<file path="config.mk">
export PLATFORM = sky130hd
export DESIGN_NAME = lock_monitor_flat
export DESIGN_NICKNAME = d
export VERILOG_FILES = /design/src/rtl/lock_monitor_if.sv /design/src/rtl/lock_monitor.sv /design/src/flat_wrapper.sv
export SDC_FILE = /design/constraint.sdc
export NUM_CORES = 1
export LEC_CHECK = 0
export CAP_MARGIN = 20
export CORE_MARGIN = 2
export CORE_UTILIZATION = 40
export CTS_BUF_LIST = sky130_fd_sc_hd__clkbuf_16
export CTS_CLUSTER_DIAMETER = 80
export CTS_CLUSTER_SIZE = 10
export DETAILED_ROUTE_END_ITERATION = 10
export PLACE_DENSITY = 0.66
export SYNTH_ARGS = -nofsm -noshare
export SYNTH_HDL_FRONTEND = slang
export SYNTH_SLANG_ARGS = --single-unit
</file>
<file path="constraint.sdc">
create_clock -name refclk -period 7.3 [get_ports refclk]
set_input_delay 1.095 -clock refclk [delete_from_list [all_inputs] [get_ports refclk]]
set_output_delay 1.095 -clock refclk [all_outputs]
set_load 0.01 [all_outputs]
</file>
<file path="src/rtl/lock_monitor_if.sv">
// Sample/status bundle between the PLL error detectors, system control and lock_monitor.
// unlock_events exists only when LOCK_MONITOR_STATS_EN is defined.
interface lock_monitor_if #(
  parameter int NCH = 4,
  parameter int EW  = 8
);
  logic [NCH-1:0]    clear;
  logic [NCH-1:0]    err_valid;
  logic [NCH*EW-1:0] freq_err;
  logic [NCH*EW-1:0] phase_err;
  logic [NCH*2-1:0]  lock_state;
  logic [NCH-1:0]    locked;
  logic [NCH-1:0]    fault;
  logic              all_locked;
  logic              any_fault;
`ifdef LOCK_MONITOR_STATS_EN
  logic [NCH*16-1:0] unlock_events;

  modport master (
    output clear, err_valid, freq_err, phase_err,
    input  lock_state, locked, fault, all_locked, any_fault, unlock_events
  );
  modport slave (
    input  clear, err_valid, freq_err, phase_err,
    output lock_state, locked, fault, all_locked, any_fault, unlock_events
  );
`else
  modport master (
    output clear, err_valid, freq_err, phase_err,
    input  lock_state, locked, fault, all_locked, any_fault
  );
  modport slave (
    input  clear, err_valid, freq_err, phase_err,
    output lock_state, locked, fault, all_locked, any_fault
  );
`endif
endinterface

</file>
<file path="src/rtl/lock_monitor.sv">
// NCH-channel PLL lock monitor: per-channel lock FSM with hysteresis, lock timeout, aggregate flags.
// Define LOCK_MONITOR_STATS_EN to add per-channel saturating unlock_events counters.
module lock_monitor #(
  parameter int NCH        = 4,
  parameter int EW         = 8,
  parameter int FREQ_TOL   = 4,
  parameter int PHASE_TOL  = 1,
  parameter int LOCK_CNT   = 16,
  parameter int UNLOCK_CNT = 4,
  parameter int TIMEOUT    = 1250
) (
  input  logic          refclk,
  input  logic          reset,
  lock_monitor_if.slave bus
);
  localparam int CMAX = (LOCK_CNT > UNLOCK_CNT) ? LOCK_CNT : UNLOCK_CNT;
  localparam int CW   = $clog2(CMAX + 1);
  localparam int TW   = $clog2(TIMEOUT + 1);

  localparam logic [1:0] ST_UNLOCKED = 2'd0;
  localparam logic [1:0] ST_FREQ     = 2'd1;
  localparam logic [1:0] ST_PHASE    = 2'd2;
  localparam logic [1:0] ST_FAULT    = 2'd3;

  localparam logic [CW-1:0] LOCK_LIM   = CW'(LOCK_CNT);
  localparam logic [CW-1:0] UNLOCK_LIM = CW'(UNLOCK_CNT);
  localparam logic [TW-1:0] TO_LAST    = TW'(TIMEOUT - 1);
  localparam logic [EW:0]   FREQ_LIM   = (EW+1)'(FREQ_TOL);
  localparam logic [EW:0]   PHASE_LIM  = (EW+1)'(PHASE_TOL);

  // One extra bit so the most negative sample maps to a large magnitude
  function automatic logic [EW:0] abs_ext(input logic signed [EW-1:0] x);
    logic signed [EW:0] w;
    w = {x[EW-1], x};
    return x[EW-1] ? $unsigned(-w) : $unsigned(w);
  endfunction

  function automatic logic [CW-1:0] sat_inc(input logic [CW-1:0] c);
    return (c == '1) ? c : c + 1'b1;
  endfunction

  logic [1:0]    st_q   [NCH];
  logic [1:0]    st_d   [NCH];
  logic [CW-1:0] good_q [NCH];
  logic [CW-1:0] good_d [NCH];
  logic [CW-1:0] bad_q  [NCH];
  logic [CW-1:0] bad_d  [NCH];
  logic [TW-1:0] to_q   [NCH];
  logic [TW-1:0] to_d   [NCH];
  logic [CW-1:0] good_inc [NCH];
  logic [CW-1:0] bad_inc  [NCH];
  logic [NCH-1:0] fgood, pgood;
  logic [NCH-1:0] locked_q, locked_d, fault_q, fault_d;
  logic           all_locked_q, all_locked_d, any_fault_q, any_fault_d;
`ifdef LOCK_MONITOR_STATS_EN
  logic [NCH-1:0] exit_phase;
  logic [15:0]    unl_q [NCH];
  logic [15:0]    unl_d [NCH];
`endif

  for (genvar g = 0; g < NCH; g++) begin : g_qual
    assign fgood[g]    = abs_ext(bus.freq_err[g*EW +: EW]) <= FREQ_LIM;
    assign pgood[g]    = fgood[g] && (abs_ext(bus.phase_err[g*EW +: EW]) <= PHASE_LIM);
    assign good_inc[g] = sat_inc(good_q[g]);
    assign bad_inc[g]  = sat_inc(bad_q[g]);
    assign bus.lock_state[2*g +: 2] = st_q[g];
`ifdef LOCK_MONITOR_STATS_EN
    assign bus.unlock_events[16*g +: 16] = unl_q[g];
`endif
  end

  always_comb begin
`ifdef LOCK_MONITOR_STATS_EN
    exit_phase = '0;
`endif
    for (int i = 0; i < NCH; i++) begin
      st_d[i]   = st_q[i];
      good_d[i] = good_q[i];
      bad_d[i]  = bad_q[i];
      to_d[i]   = to_q[i];
      if (bus.clear[i]) begin
        st_d[i]   = ST_UNLOCKED;
        good_d[i] = '0;
        bad_d[i]  = '0;
        to_d[i]   = '0;
      end else begin
        case (st_q[i])
          ST_UNLOCKED: begin
            to_d[i] = to_q[i] + 1'b1;
            if (bus.err_valid[i]) good_d[i] = fgood[i] ? good_inc[i] : '0;
            if (to_q[i] == TO_LAST) begin
              st_d[i] = ST_FAULT; good_d[i] = '0; bad_d[i] = '0; to_d[i] = '0;
            end else if (bus.err_valid[i] && fgood[i] && good_inc[i] >= LOCK_LIM) begin
              st_d[i] = ST_FREQ; good_d[i] = '0; bad_d[i] = '0;
            end
          end
          ST_FREQ: begin
            to_d[i] = to_q[i] + 1'b1;
            if (bus.err_valid[i]) begin
              good_d[i] = pgood[i] ? good_inc[i] : '0;
              bad_d[i]  = fgood[i] ? '0 : bad_inc[i];
            end
            // Promotion outranks a coincident timeout
            if (bus.err_valid[i] && pgood[i] && good_inc[i] >= LOCK_LIM) begin
              st_d[i] = ST_PHASE; good_d[i] = '0; bad_d[i] = '0; to_d[i] = '0;
            end else if (to_q[i] == TO_LAST) begin
              st_d[i] = ST_FAULT; good_d[i] = '0; bad_d[i] = '0; to_d[i] = '0;
            end else if (bus.err_valid[i] && !fgood[i] && bad_inc[i] >= UNLOCK_LIM) begin
              st_d[i] = ST_UNLOCKED; good_d[i] = '0; bad_d[i] = '0;
            end
          end
          ST_PHASE: begin
            to_d[i]   = '0;
            good_d[i] = '0;
            if (bus.err_valid[i]) bad_d[i] = pgood[i] ? '0 : bad_inc[i];
            if (bus.err_valid[i] && !pgood[i] && bad_inc[i] >= UNLOCK_LIM) begin
              st_d[i]  = fgood[i] ? ST_FREQ : ST_UNLOCKED;
              bad_d[i] = '0;
`ifdef LOCK_MONITOR_STATS_EN
              exit_phase[i] = 1'b1;
`endif
            end
          end
          default: begin
            good_d[i] = '0;
            bad_d[i]  = '0;
            to_d[i]   = '0;
          end
        endcase
      end
      locked_d[i] = (st_d[i] == ST_PHASE);
      fault_d[i]  = (st_d[i] == ST_FAULT);
    end
    all_locked_d = &locked_d;
    any_fault_d  = |fault_d;
  end

  always_ff @(posedge refclk) begin
    if (reset) begin
      for (int i = 0; i < NCH; i++) begin
        st_q[i]   <= ST_UNLOCKED;
        good_q[i] <= '0;
        bad_q[i]  <= '0;
        to_q[i]   <= '0;
      end
      locked_q     <= '0;
      fault_q      <= '0;
      all_locked_q <= 1'b0;
      any_fault_q  <= 1'b0;
    end else begin
      for (int i = 0; i < NCH; i++) begin
        st_q[i]   <= st_d[i];
        good_q[i] <= good_d[i];
        bad_q[i]  <= bad_d[i];
        to_q[i]   <= to_d[i];
      end
      locked_q     <= locked_d;
      fault_q      <= fault_d;
      all_locked_q <= all_locked_d;
      any_fault_q  <= any_fault_d;
    end
  end

  assign bus.locked     = locked_q;
  assign bus.fault      = fault_q;
  assign bus.all_locked = all_locked_q;
  assign bus.any_fault  = any_fault_q;

`ifdef LOCK_MONITOR_STATS_EN
  // Only sample-driven demotions count; clear and reset are not unlock events
  always_comb begin
    for (int i = 0; i < NCH; i++)
      unl_d[i] = (exit_phase[i] && unl_q[i] != 16'hFFFF) ? unl_q[i] + 16'd1 : unl_q[i];
  end

  always_ff @(posedge refclk) begin
    if (reset) begin
      for (int i = 0; i < NCH; i++) unl_q[i] <= '0;
    end else begin
      for (int i = 0; i < NCH; i++) unl_q[i] <= unl_d[i];
    end
  end
`endif
endmodule

</file>
<file path="src/flat_wrapper.sv">
// flat-port wrapper written by rule: the top's interface ports become plain ports
module lock_monitor_flat 
#(
  parameter int NCH        = 4,
  parameter int EW         = 8,
  parameter int FREQ_TOL   = 4,
  parameter int PHASE_TOL  = 1,
  parameter int LOCK_CNT   = 16,
  parameter int UNLOCK_CNT = 4,
  parameter int TIMEOUT    = 1250
)
  (refclk, reset, bus_clear, bus_err_valid, bus_freq_err, bus_phase_err, bus_lock_state, bus_locked, bus_fault, bus_all_locked, bus_any_fault);
  lock_monitor_if #(.NCH(NCH), .EW(EW)) bus_i ();
  input  logic refclk;
  input  logic reset;
  input wire logic [$bits(bus_i.clear)-1:0] bus_clear;
  input wire logic [$bits(bus_i.err_valid)-1:0] bus_err_valid;
  input wire logic [$bits(bus_i.freq_err)-1:0] bus_freq_err;
  input wire logic [$bits(bus_i.phase_err)-1:0] bus_phase_err;
  output wire logic [$bits(bus_i.lock_state)-1:0] bus_lock_state;
  output wire logic [$bits(bus_i.locked)-1:0] bus_locked;
  output wire logic [$bits(bus_i.fault)-1:0] bus_fault;
  output wire logic [$bits(bus_i.all_locked)-1:0] bus_all_locked;
  output wire logic [$bits(bus_i.any_fault)-1:0] bus_any_fault;
  assign bus_i.clear = bus_clear;
  assign bus_i.err_valid = bus_err_valid;
  assign bus_i.freq_err = bus_freq_err;
  assign bus_i.phase_err = bus_phase_err;
  assign bus_lock_state = bus_i.lock_state;
  assign bus_locked = bus_i.locked;
  assign bus_fault = bus_i.fault;
  assign bus_all_locked = bus_i.all_locked;
  assign bus_any_fault = bus_i.any_fault;
  lock_monitor #(.NCH(NCH), .EW(EW), .FREQ_TOL(FREQ_TOL), .PHASE_TOL(PHASE_TOL), .LOCK_CNT(LOCK_CNT), .UNLOCK_CNT(UNLOCK_CNT), .TIMEOUT(TIMEOUT)) u_core (.refclk(refclk), .reset(reset), .bus(bus_i));
endmodule
</file>
; After elaboration in Yosys (flattened, before gate mapping)
; Memories as Yosys holds them, arrays and structs flattened.
; Cells that the tools add are included.
[totals]
regBits = 10
ramBits = 92
input_bits = 74
out_inout_bits = 18
elab_cells = 317
n_memories = 4
[mem_list]
columns = name, words, word_bits, rd, rd_ports_with_merged_regs, wr, line
row1 = u_core.to_q, 4, 11, 4, 0, 4, lock_monitor.sv:48  ; logic [TW-1:0] to_q [NCH];
row2 = u_core.bad_q, 4, 5, 4, 0, 4, lock_monitor.sv:46  ; logic [CW-1:0] bad_q [NCH];
row3 = u_core.good_q, 4, 5, 4, 0, 4, lock_monitor.sv:44  ; logic [CW-1:0] good_q [NCH];
row4 = u_core.st_q, 4, 2, 4, 0, 4, lock_monitor.sv:42  ; logic [1:0] st_q [NCH];
[classes]
add_sub_neg = 20
order_cmp = 16
eq_ne = 28
n_mux = 179
bitwise = 16
reduce_logical = 50
[ops]
columns = cell, n
row1 = 5-bit two-way mux, 100
row2 = 11-bit two-way mux, 16
row3 = 11-bit case mux with 2 select lines, 4
row4 = 9-bit two-way mux, 8
row5 = 8-bit negation with 9-bit output, 8
row6 = 2-bit two-way mux, 32
row7 = 5-bit case mux with 3 select lines, 4
row8 = 11-bit by 1-bit adder with 11-bit output (second input constant), 4
row9 = 11-bit equality test (second input constant), 4
row10 = 5-bit by 1-bit adder with 5-bit output (second input constant), 8
row11 = 5-bit equality test (second input constant), 8
row12 = 5-bit case mux with 2 select lines, 4
row13 = 9-bit by 1-bit less-or-equal comparator with 1-bit output (second input constant), 4
row14 = 9-bit by 3-bit less-or-equal comparator with 1-bit output (second input constant), 4
row15 = 1-bit logical AND, 36
row16 = 2-bit equality test (second input constant), 12
row17 = 2-bit case mux with 3 select lines, 4
row18 = 5-bit by 3-bit greater-or-equal comparator with 1-bit output (second input constant), 4
row19 = 5-bit greater-or-equal comparator (second input constant), 4
row20 = 1-bit bitwise OR, 16
row21 = 2-bit by 1-bit equality test with 1-bit output (second input constant), 4
row22 = 1-bit zero test, 8
row23 = 2-bit zero test, 4
row24 = 1-bit two-way mux, 7
row25 = 2 further kinds, 2

; Depth between registers and ports, before layout
[logic_depth]
word_depth = 13
mapped_depth = 11
mapped_depth_nobuf = 10

; Worst setup path after synthesis
; Ideal clock, no wire load.
[synth_path]
kind = in2reg
from = input bus_freq_err[8]
to = register u_core.any_fault_q, in the netlist u_core.bus.any_fault
setup_time_ns = 0.133
t_arrival_ns = 2.955
required_ns = 7.167
path_slack_ns = 4.213
path_stages = 10
n_path_buf = 0
path_cell_list = inv_1 -> ha_1 -> nor2_1 -> o21ai_0 -> a211o_1 -> a211oi_2 -> a2111oi_0 -> a211oi_1 -> nand3b_1 -> o2111ai_1
[synth_via]
elab_chain_cells = 13
word_cells_on_any_way = 25
classes_between = add/sub: 1 / order compare: 1 / eq/ne: 1 / mux: 10 / reduce/logical: 12
[synth_rtl]
columns = element, line
row1 = start: declaration, flat_wrapper.sv:18  ; input wire logic [$bits(bus_i.freq_err)-1:0] bus_freq_err;
row2 = 8-bit negation with 9-bit output, lock_monitor.sv:35  ; return x[EW-1] ? $unsigned(-w) : $unsigned(w);
row3 = 9-bit two-way mux (*), lock_monitor.sv:35
row4 = 9-bit by 3-bit less-or-equal comparator with 1-bit output (*), lock_monitor.sv:62  ; assign fgood[g] = abs_ext(bus.freq_err[g*EW +: EW]) <= FREQ_LIM;
row5 = 1-bit zero test, lock_monitor.sv:108  ; end else if (bus.err_valid[i] && !fgood[i] && bad_inc[i] >= UNLOCK_LIM) begin
row6 = 1-bit logical AND (2 in a row), lock_monitor.sv:108
row7 = 2-bit two-way mux, lock_monitor.sv:108
row8 = 2-bit two-way mux, lock_monitor.sv:106  ; end else if (to_q[i] == TO_LAST) begin
row9 = 2-bit two-way mux, lock_monitor.sv:104  ; if (bus.err_valid[i] && pgood[i] && good_inc[i] >= LOCK_LIM) begin
row10 = 2-bit case mux with 3 select lines (*), lock_monitor.sv:87  ; case (st_q[i])
row11 = 2-bit two-way mux (*), lock_monitor.sv:81  ; if (bus.clear[i]) begin
row12 = 2-bit equality test (*), lock_monitor.sv:132  ; fault_d[i] = (st_d[i] == ST_FAULT);
row13 = 4-bit OR reduction (*), lock_monitor.sv:135  ; any_fault_d = |fault_d;
row14 = end signal: assignment, lock_monitor.sv:160  ; any_fault_q <= any_fault_d;
row15 = end: declaration, lock_monitor.sv:54  ; logic all_locked_q, all_locked_d, any_fault_q, any_fault_d;
; Every way passes the cells marked *; elsewhere a longest branch is shown, timed or not.
; A chain may end at the register's enable or synchronous reset.

; Worst setup path after layout
; Same ends and word-level chain as after synthesis.

==> impl_metrics.csv <==
group,metric,value,unit
run_status,status,"completed",
timing,worstMarginPinSlew,861,ps
clocking,clockBufferDepth,2,
finish,fin_area,7380,um2
power,total_power,1.08,mW
grt,grt_usage,16.3,%
die,fp.coreArea,14600,um2
finish,syn2layout_area_growth,22.6,%
yosys,synth.area.mux_share,1.23,%
yosys,synth_enable_flop_cells,0,
power,powerDensity,147,nW/um2
yosys,synthCells,738,
timing,hold-worst-slack,472,ps
die,num_rows,44,
detailed_routing,firstDrtPassIters,5,
power,power_switching_share,22.8,%
worst_setup_path,reg2reg_from,"u_core.bad_q[0][5]$_SDFFE_PP0P_",
timing,min_period,3640,ps
detailed_routing,routed_via_density,5.34,
clocking,clk_latency,340,ps
grt,grt_max_degree,16,
die,fp.dieW,127,um
clocking,cts_resized,0,
grt,grt-ovfl-total,0,
grt,antenna_found_initial,0,
yosys,synthTopCellsByArea,"dfxtp_1 34%, ha_1 8.3%, nor2_1 6.4%",
job,drv_cap,0,
detailed_routing,drt_iter0_drc,351,
worst_setup_path,arrival,3870,ps
clocking,path_clk_slew,70,ps
yosys,synthXorXnorAreaFrac,5.38,%
grt,grt_pass1_vias,4886,
detailed_routing,drc,0,
worst_setup_path,setup.worst_path.class,"input pin to register",
placement,place_area,7120,um2
yosys,synth.avg_cell_area,8.16,um2
power,p_switching,248,uW
yosys,synth.distinct_cells,69,
yosys,synth_top_family_by_area,"simple AND/OR/NAND/NOR gates",
worst_setup_path,crit_start,"bus_freq_err[8]",
yosys,syn-num-nets,852,
worst_setup_path,rr_endpoint,"u_core.bus.any_fault$_SDFF_PP0_",
finish,final_nets,944,
yosys,ys.flop_type,"dfxtp_1",
yosys,ys_warn_count,0,
finish,drive_gt1_share,4.44,%
placement,portBuffers,91,
placement,place.gp.congestion,0.826,
yosys,synthArstFlopShare,0,%
yosys,ys_seq_area_share,33.9,%
placement,place_inst,1003,
clocking,htree_levels,3,
timing,grt_setup_unrepaired,"no",
yosys,syn-cell-area,6020,um2
timing,setup_viol,0,
worst_setup_path,crit_path_start_kind,"input pin",
detailed_routing,antenna_left,0,
min_path,hold_class,"register to register",
detailed_routing,wl,13100,um
clocking,cts_setup_buffers,0,
placement,hpwl,9950,um
power,p_seq_share,51.8,%
detailed_routing,num_vias,5438,
worst_setup_path,r2r_slack,4700,ps
finish,instances_no_fill,1018,
power,clkPwrFrac,39.2,%
die,dieArea,16000,um2
timing,final-hold-violation-count,0,
yosys,synth-simple-area-share,28.8,%
timing,timing.final.crit_share,49.9,%
die,ios,92,
worst_setup_path,crit_required,7520,ps
yosys,synth_top_cell_area_share,33.9,%
worst_setup_path,endpoint_kind,"register",
yosys,synth.ff_latch_count,102,
finish,n_fill_cell,1382,
yosys,yosys.area.top_type,"dfxtp_1",
timing,slew_headroom,41.9,%
clocking,holdBufCountCts,0,
yosys,synth-compound-area-share,18.2,%
yosys,synth_fa_ha_area_share,8.31,%
finish,diodes,0,
die,initial_core_util,41.1,%
power,combinationalPowerShare,9.1,%
timing,max_freq,275,MHz
die,dieHeight,127,um
clocking,cts_buffers,9,
worst_setup_path,r2r_cells,8,
worst_setup_path,endpoint,"u_core.bus.any_fault$_SDFF_PP0_",
grt,grt_pass1_wl,22000,um
power,peakVddDrop,0.112,mV
power,internal_power,837,uW
timing,finalSetupTns,0,ps
clocking,clock-sinks,102,
worst_setup_path,critPathMaxFanout,4,
timing,finalClockSkew,7.18,ps
detailed_routing,wire_per_inst,12.8,um
clocking,cts_tree,"yes",
timing,drv_slew,0,
clocking,cts-root-buf,"clkbuf_16",
power,leakage,2.82,nW
-- synth_stat cells (all sizes together) (5+ instances only) --
master  number
nand4       18
a21oi       43
nor4b        5
nand2b      11
or3          8
o31ai        5
nand3       43
a21o         6
nor4         9
xor2        21
nor3        25
inv         56
nor2b       10
xnor2       16
o211ai       7
dfxtp      102
or4          6
nand2       31
o21ai       23
clkbuf       6
a31oi       10
nor2       102
ha          40
and3        28
a211oi      13
and2        13
-- critical path, cell delays in order --
cell	delay, ps
clkdlybuf4s50_1	530
inv_1	60
ha_1	280
nor2_1	160
o21ai_0	150
a211o_1	340
a211oi_2	280
a2111oi_0	160
a211oi_1	490
nand3b_1	210
o2111ai_1	110
-- placed cells by master (no fill, tap or decap), types with 5 or more instances in the layout --
master,n
nor4_1,7
or3_1,7
ha_1,40
xor2_1,21
nor2b_1,10
and2_1,13
clkbuf_16,9
and3_1,28
clkdlybuf4s50_1,91
a31oi_1,10
or4_1,6
nand3_1,42
o211ai_1,7
nor3_1,21
nand4_1,18
a21o_1,6
xnor2_1,16
o31ai_1,5
nor2_1,102
a211oi_1,9
o21ai_0,22
inv_1,57
nand2b_1,11
a21oi_1,43
dfxtp_1,102
nand2_1,31
-- power by group through the flow --
stage               clock [mW]  sequential [mW]  combinational [mW]
CTS                      0.440            0.561              0.0990
floorplan                    0            0.573              0.0407
global route             0.463            0.561               0.110
detailed placement           0            0.574              0.0984
global placement             0            0.574              0.0977
finish                   0.425            0.561              0.0982
-- per-stage QoR --
| stage | setup slack [ps] | util, % |
|---|---|---|
| floorplan | 4210 | - |
| global placement | 3360 | 48.6 |
| detailed placement | 3310 | 48.6 |
| CTS | 3680 | 50.4 |
| global route | 3450 | 50.4 |
| finish | 3660 | 50.4 |
-- routing by layer --
layer	up-vias	part of all wire, %	track usage [%]	routed length [um]
met5	-	0	0	0
met4	0	1.2	5.30	159
met3	14	5.6	4.01	735
met2	127	42	25.3	5460
met1	2426	51	22.3	6700
li1	2871	-	-	-
-- registers in the layout (all words and copies together) (netlist names) --
register	count
u_core.st_q	8
u_core.bus.locked	4
u_core.bad_q	20
u_core.to_q	44
u_core.bus.any_fault	1
u_core.bus.fault	4
u_core.bus.all_locked	1
u_core.good_q	20
-- logic make-up after synthesis --
| logic type | Yosys count |
|---|---|
| xor+xnor | 37 |
| mux | 7 |
| flops | 102 |
| fa+ha+maj | 40 |
| compound gates | 159 |
| simple gates | 327 |
| buf+inv | 66 |
-- worst min-delay path by stage --
| stage | from | end | depth (start not counted) |
|---|---|---|---|
| 2_1_floorplan | u_core.good_q[0][11]$_SDFFE_PP0P_ | u_core.good_q[0][11]$_SDFFE_PP0P_ | 2 |
| 3_3_place_gp | u_core.good_q[0][11]$_SDFFE_PP0P_ | u_core.good_q[0][11]$_SDFFE_PP0P_ | 2 |
| 3_5_place_dp | u_core.bad_q[0][12]$_SDFFE_PP0P_ | u_core.bad_q[0][12]$_SDFFE_PP0P_ | 1 |
| 4_1_cts | u_core.bad_q[0][1]$_SDFFE_PP0P_ | u_core.bad_q[0][1]$_SDFFE_PP0P_ | 2 |
| 5_1_grt | u_core.bad_q[0][1]$_SDFFE_PP0P_ | u_core.bad_q[0][1]$_SDFFE_PP0P_ | 2 |
| 6_report | u_core.bad_q[0][1]$_SDFFE_PP0P_ | u_core.bad_q[0][1]$_SDFFE_PP0P_ | 2 |
-- cell type report --
type | instances | area (um2) | area share, %
well taps | 184 | 230 | 3.12
clock buffers | 9 | 225 | 3.05
multi-input cells | 570 | 3730 | 50.5
inverters | 56 | 210 | 2.85
flip-flops and latches | 102 | 2040 | 27.7
clock inverters | 6 | 31.3 | 0.424
repair buffers | 91 | 911 | 12.3
Power figures use the tool's default switching activity.
